## src/rtl/vga_pkg.sv

```systemverilog
// Shared timing constants and decode helper for the VGA raster generator.
// Defaults describe 640x480@60 Hz with a 25 MHz pixel rate from a 50 MHz board clock.
package vga_pkg;

    localparam int DEF_PIX_DIV  = 2;
    localparam int DEF_H_ACTIVE = 640;
    localparam int DEF_H_FP     = 16;
    localparam int DEF_H_SYNC   = 96;
    localparam int DEF_H_BP     = 48;
    localparam int DEF_V_ACTIVE = 480;
    localparam int DEF_V_FP     = 10;
    localparam int DEF_V_SYNC   = 2;
    localparam int DEF_V_BP     = 33;

    localparam int H_TOTAL = DEF_H_ACTIVE + DEF_H_FP + DEF_H_SYNC + DEF_H_BP;
    localparam int V_TOTAL = DEF_V_ACTIVE + DEF_V_FP + DEF_V_SYNC + DEF_V_BP;

    // True when val lies in the half-open window [lo, lo+len).
    function automatic logic is_in(input int val, input int lo, input int len);
        return (val >= lo) && (val < lo + len);
    endfunction

endpackage

```

## src/rtl/vga_timing_gen_clk_enable_div.sv

```systemverilog
// Pixel-rate enable: tick marks the terminal count of the divider, ce is its
// registered copy and is high for one clk out of every DIV.
module clk_enable_div #(
    parameter int DIV = 2
) (
    input  logic clk,
    input  logic rst_n,
    output logic tick,
    output logic ce
);

    localparam int DW = (DIV > 1) ? $clog2(DIV) : 1;

    logic [DW-1:0] div;

    assign tick = (div == DW'(DIV - 1));

    always_ff @(posedge clk or negedge rst_n) begin
        if (!rst_n) begin
            div <= '0;
            ce  <= 1'b0;
        end else begin
            div <= tick ? '0 : div + DW'(1);
            ce  <= tick;
        end
    end

endmodule

```

## src/rtl/vga_timing_gen.sv

```systemverilog
// Raster timing generator: pixel counters plus registered sync/active/start decode,
// all stepping on the pixel-rate enable so they stay aligned with x/y.
module vga_timing_gen
    import vga_pkg::*;
#(
    parameter int PIX_DIV  = DEF_PIX_DIV,
    parameter int H_ACTIVE = DEF_H_ACTIVE,
    parameter int H_FP     = DEF_H_FP,
    parameter int H_SYNC   = DEF_H_SYNC,
    parameter int H_BP     = DEF_H_BP,
    parameter int V_ACTIVE = DEF_V_ACTIVE,
    parameter int V_FP     = DEF_V_FP,
    parameter int V_SYNC   = DEF_V_SYNC,
    parameter int V_BP     = DEF_V_BP,
    parameter bit HS_POL   = 1'b0,
    parameter bit VS_POL   = 1'b0
) (
    input  logic       clk,
    input  logic       rst_n,
    output logic       pix_ce,
    output logic [9:0] x,
    output logic [9:0] y,
    output logic       active,
    output logic       hsync,
    output logic       vsync,
    output logic       line_start,
    output logic       frame_start
);

    localparam int HT = H_ACTIVE + H_FP + H_SYNC + H_BP;
    localparam int VT = V_ACTIVE + V_FP + V_SYNC + V_BP;

    if (HT > 1024 || VT > 1024 || PIX_DIV < 1) begin : g_bad_params
        $error("vga_timing_gen: totals must be <= 1024 and PIX_DIV >= 1");
    end

    logic       tick;
    logic       run;
    logic [9:0] h_cnt, v_cnt;
    logic [9:0] nh, nv;

    clk_enable_div #(.DIV(PIX_DIV)) u_div (
        .clk   (clk),
        .rst_n (rst_n),
        .tick  (tick),
        .ce    (pix_ce)
    );

    // The first tick after reset presents (0,0) rather than advancing past it.
    always_comb begin
        nh = h_cnt;
        nv = v_cnt;
        if (run) begin
            if (h_cnt == 10'(HT - 1)) begin
                nh = '0;
                nv = (v_cnt == 10'(VT - 1)) ? '0 : v_cnt + 10'd1;
            end else begin
                nh = h_cnt + 10'd1;
            end
        end
    end

    always_ff @(posedge clk or negedge rst_n) begin
        if (!rst_n) begin
            run         <= 1'b0;
            h_cnt       <= '0;
            v_cnt       <= '0;
            active      <= 1'b0;
            hsync       <= ~HS_POL;
            vsync       <= ~VS_POL;
            line_start  <= 1'b0;
            frame_start <= 1'b0;
        end else if (tick) begin
            run         <= 1'b1;
            h_cnt       <= nh;
            v_cnt       <= nv;
            active      <= is_in(int'(nh), 0, H_ACTIVE) && is_in(int'(nv), 0, V_ACTIVE);
            hsync       <= is_in(int'(nh), H_ACTIVE + H_FP, H_SYNC) ? HS_POL : ~HS_POL;
            vsync       <= is_in(int'(nv), V_ACTIVE + V_FP, V_SYNC) ? VS_POL : ~VS_POL;
            line_start  <= (nh == '0);
            frame_start <= (nh == '0) && (nv == '0);
        end
    end

    assign x = h_cnt;
    assign y = v_cnt;

endmodule
```

## config.mk

```make
export PLATFORM = sky130hd
export DESIGN_NAME = vga_timing_gen
export DESIGN_NICKNAME = d
export VERILOG_FILES = /design/src/rtl/vga_pkg.sv /design/src/rtl/vga_timing_gen_clk_enable_div.sv /design/src/rtl/vga_timing_gen.sv
export SDC_FILE = /design/constraint.sdc
export NUM_CORES = 1
export LEC_CHECK = 0
export ABC_CLOCK_PERIOD_IN_PS = 6110
export BUFFER_PORTS_ARGS = -buffer_cell sky130_fd_sc_hd__buf_2
export CAP_MARGIN = 10
export CORE_UTILIZATION = 35
export CTS_CLUSTER_SIZE = 16
export DETAILED_ROUTE_END_ITERATION = 6
export PLACE_DENSITY = 0.61
export SLEW_MARGIN = 40
export SYNTH_ARGS = -nofsm -noshare
export SYNTH_HDL_FRONTEND = slang
export SYNTH_SLANG_ARGS = --single-unit
```

## constraint.sdc

```tcl
create_clock -name clk -period 6.11 [get_ports clk]
set_input_delay 0 -clock clk [delete_from_list [all_inputs] [get_ports clk]]
set_output_delay 0 -clock clk [all_outputs]
set_load 0.05 [all_outputs]
```

==> Implementation_results.wiki <==
{| class="wikitable"
! Metric !! Value
|-
| Share of the synthesized area in the top cell type || 35.3%
|-
| Worst clock skew on the final layout || 0.00837 ns
|-
| Synthesized netlist net count || 203
|-
| Synthesis-stage register bit count || 28
|-
| Routed wire length || 4090 µm
|-
| Hold slack || 0.261 ns
|-
| Synth-to-Final Area Change || 11.2%
|-
| Non-filler cells in the finished layout || 290
|-
| Switching power as a share of total power || 19.0%
|-
| Cells taking the most area after synthesis || sky130_fd_sc_hd__dfrtp_1 35%, sky130_fd_sc_hd__xnor2_1 4.3%, sky130_fd_sc_hd__nand2_1 3.7%
|-
| Number of cells on the worst reg-to-reg path || 7
|-
| Avg Inst Size Synth || 9.31 µm²
|-
| Period utilization || 45.1%
|-
| IO buf count || 27
|-
| Number of global-route vias before repair || 1,453
|-
| Root Buffer Master || sky130_fd_sc_hd__clkbuf_8
|-
| Die boundary width || 74.6 µm
|-
| Number of pins exceeding their max-slew limit in the final report || 0
|-
| Critical path launch point type || flop
|-
| Skew-Pair Late Insertion Delay || 0.28 ns
|-
| TritonCTS buffer count || 3
|-
| Count of final hold-check violations || 0
|-
| Power share of the combinational group || 1.2%
|-
| Total power density per cell area || 165 nW/µm²
|-
| Total of max-cap violations || 0
|-
| Placed Cells || 285
|-
| Number of antenna violations at the first check in global routing || 0
|-
| Most numerous cell in the Yosys netlist || sky130_fd_sc_hd__dfrtp_1
|-
| Final worst path period need || 2.76 ns
|-
| Post-synthesis cell type with the largest combined area || sky130_fd_sc_hd__dfrtp_1
|-
| Total cell area at the placement stage || 1970 µm²
|-
| Outcome || finished clean
|-
| Number of instances in the synthesized netlist || 198
|-
| DR DRC count || 0
|-
| Critical R2R Launch || x[0]
|-
| Share of cells above drive strength 1 || 21.4%
|-
| Yosys synthesis warning count || 0
|-
| Die boundary height || 74.6 µm
|-
| Global-route usage over all layers || 16.4%
|-
| Register-to-Register Setup Slack || 3.35 ns
|-
| Unique cell type count in the Yosys netlist || 50
|-
| Die area || 5560 µm²
|-
| Tightest Pin Transition || 0.628 ns
|-
| Maximum level of the CTS H-tree || 1
|-
| Starting density of the core || 36.3%
|-
| ANT nets after route || 0
|-
| Maximum number of pins on one net before global-route repair || 29
|-
| Global-route wire length before repair || 7090 µm
|-
| Initial DRC Count || 138
|-
| Vias per Instance || 5.43
|-
| Post-synthesis sequential area ratio || 38.1%
|-
| # rows || 26
|-
| Fraction of synthesis flops using an asynchronous set or reset pin || 100%
|-
| Design Area, Final || 2050 µm²
|-
| Critical Path Start || x[0]
|-
| Critical Path RT || 6.32 ns
|-
| Routed vias || 1,576
|-
| Post-CTS sizing || 0
|-
| FF-to-FF End || vsync
|-
| Total iterations of the first detailed-routing run || 4
|-
| Fmax || 363 MHz
|-
| Crit end category || flop
|-
| Number of synthesized flops with an enable pin || 0
|-
| Reported net switching power || 0.0640 mW
|-
| Combined area of all synthesized cells || 1840 µm²
|-
| Setup Buffers After CTS || 0
|-
| Final weighted congestion in routability-driven placement || 0.867
|-
| IR Drop Worst-Case VDD || 0.136 mV
|-
| Fin nets || 226
|-
| Core ar. || 5070 µm²
|-
| Max-Slew Margin vs Limit || 58.1%
|-
| Type of the setup path with the least slack || flop to flop
|-
| GRT overflow || 0
|-
| Type of the most critical hold path || input pin to asynchronous set/reset pin
|-
| Diodes inserted || 0
|-
| TritonCTS clock tree || built
|-
| CTS clk-pin slew, worst paths || 0.10 ns
|-
| CTS sink count || 28
|-
| Most used DFF post-synth || sky130_fd_sc_hd__dfrtp_1
|-
| Number of top-level pins || 28
|-
| RSZ-0062 raised after global routing || no
|-
| Leak Pwr || 0.882 nW
|-
| Number of buffers on the longest clock path || 2
|-
| Number of buffers inserted by hold repair at cts || 1
|-
| Endpoint arrival time on the critical path || 2.96 ns
|-
| P_int || 0.274 mW
|-
| Clock power share || 43.9%
|-
| Final-layout setup total negative slack || 0 ns
|-
| Average wire per standard cell || 14.1 µm
|-
| Maximum net fanout on the critical path || 14
|-
| Cell types with the highest counts after synthesis || 26 x sky130_fd_sc_hd__dfrtp_1, 18 x sky130_fd_sc_hd__nand2_1, 15 x sky130_fd_sc_hd__nor2_1
|-
| DP Wirelength || 2890 µm
|-
| Count of final setup violators || 0
|-
| Sequential share of power || 54.9%
|}
## sequential cells by signal (all words and copies together), names as in the netlist
register and count:
active 1, hsync 1, x 10, y 10, u_div.tick 1, u_div.ce 1, line_start 1, frame_start 1
run 1, vsync 1
## how the worst max path moves through the flow
stage	end	slack [ns]	cells past startpoint
6_report	vsync	3.35	7
2_1_floorplan	vsync	3.22	9
3_5_place_dp	vsync	3.39	7
3_3_place_gp	vsync	3.47	7
5_1_grt	vsync	3.16	7
4_1_cts	vsync	3.37	7
## power groups by stage
stage | Clock [mW] | Sequential [mW] | Combinational [mW]
after global placement | 0 | 0.189 | 0.00413
after floorplan | 0 | 0.189 | 0.000000418
after detailed placement | 0 | 0.189 | 0.00409
after global routing | 0.163 | 0.185 | 0.00510
after CTS | 0.153 | 0.185 | 0.00457
final | 0.148 | 0.185 | 0.00418
## layout by cell type, fill, tap and decap left out, drive strengths merged, types with 5 or more instances in the layout
master	synthesis	routed
xor2	5	5
o21ai	11	11
xnor2	9	9
dfrtp	26	26
nand3	9	9
nor3	12	12
nand2	18	18
o31ai	5	5
buf	6	28
inv	9	9
a21oi	10	10
nor2	15	15
## worst max-delay path: stages (launching register included)
cell and delay [ns]:
sky130_fd_sc_hd__dfrtp_1 0.49, sky130_fd_sc_hd__ha_1 0.26, sky130_fd_sc_hd__nand2_1 0.14, sky130_fd_sc_hd__or4_4 0.67, sky130_fd_sc_hd__nor4_2 0.28, sky130_fd_sc_hd__nor2_1 0.08, sky130_fd_sc_hd__or4_1 0.51, sky130_fd_sc_hd__o31a_1 0.25
## cell type report
type,instances,area [µm²]
Clock buffer,3,41.3
Clock inverter,1,30.0
Sequential cell,28,704
Inverter,9,33.8
Timing Repair Buffer,29,153
Tap cell,70,87.6
Multi-Input combinational cell,150,1000
Fill cell,545,3020
## kinds of logic after synthesis
family | count (synthesis) | share of synthesized area (%)
compound gates | 48 | 17.4
simple gates | 84 | 27.3
fa+ha+maj | 3 | 2.04
mux | 1 | 0.611
xor+xnor | 14 | 6.65
buf+inv | 20 | 7.94
flops | 28 | 38.1
## stage by stage
stage          util, %  setup WS, ns  power (mW)
2_1_floorplan        -          3.22       0.189
6_report          40.4          3.35       0.338
3_3_place_gp      38.8          3.47       0.193
4_1_cts           40.4          3.37       0.342
5_1_grt           40.4          3.16       0.354
3_5_place_dp      38.8          3.39       0.193
## layer usage
metal  global-route usage [%]  part of all wire, %  up-vias
met4                     5.66                 0.86        0
li1                         -                    -      770
met3                     1.76                  3.5        2
met2                     24.1                   47       40
met1                     24.7                   49      764
met5                        0                    0        -
No activity file was read; power rests on OpenSTA's default activity.
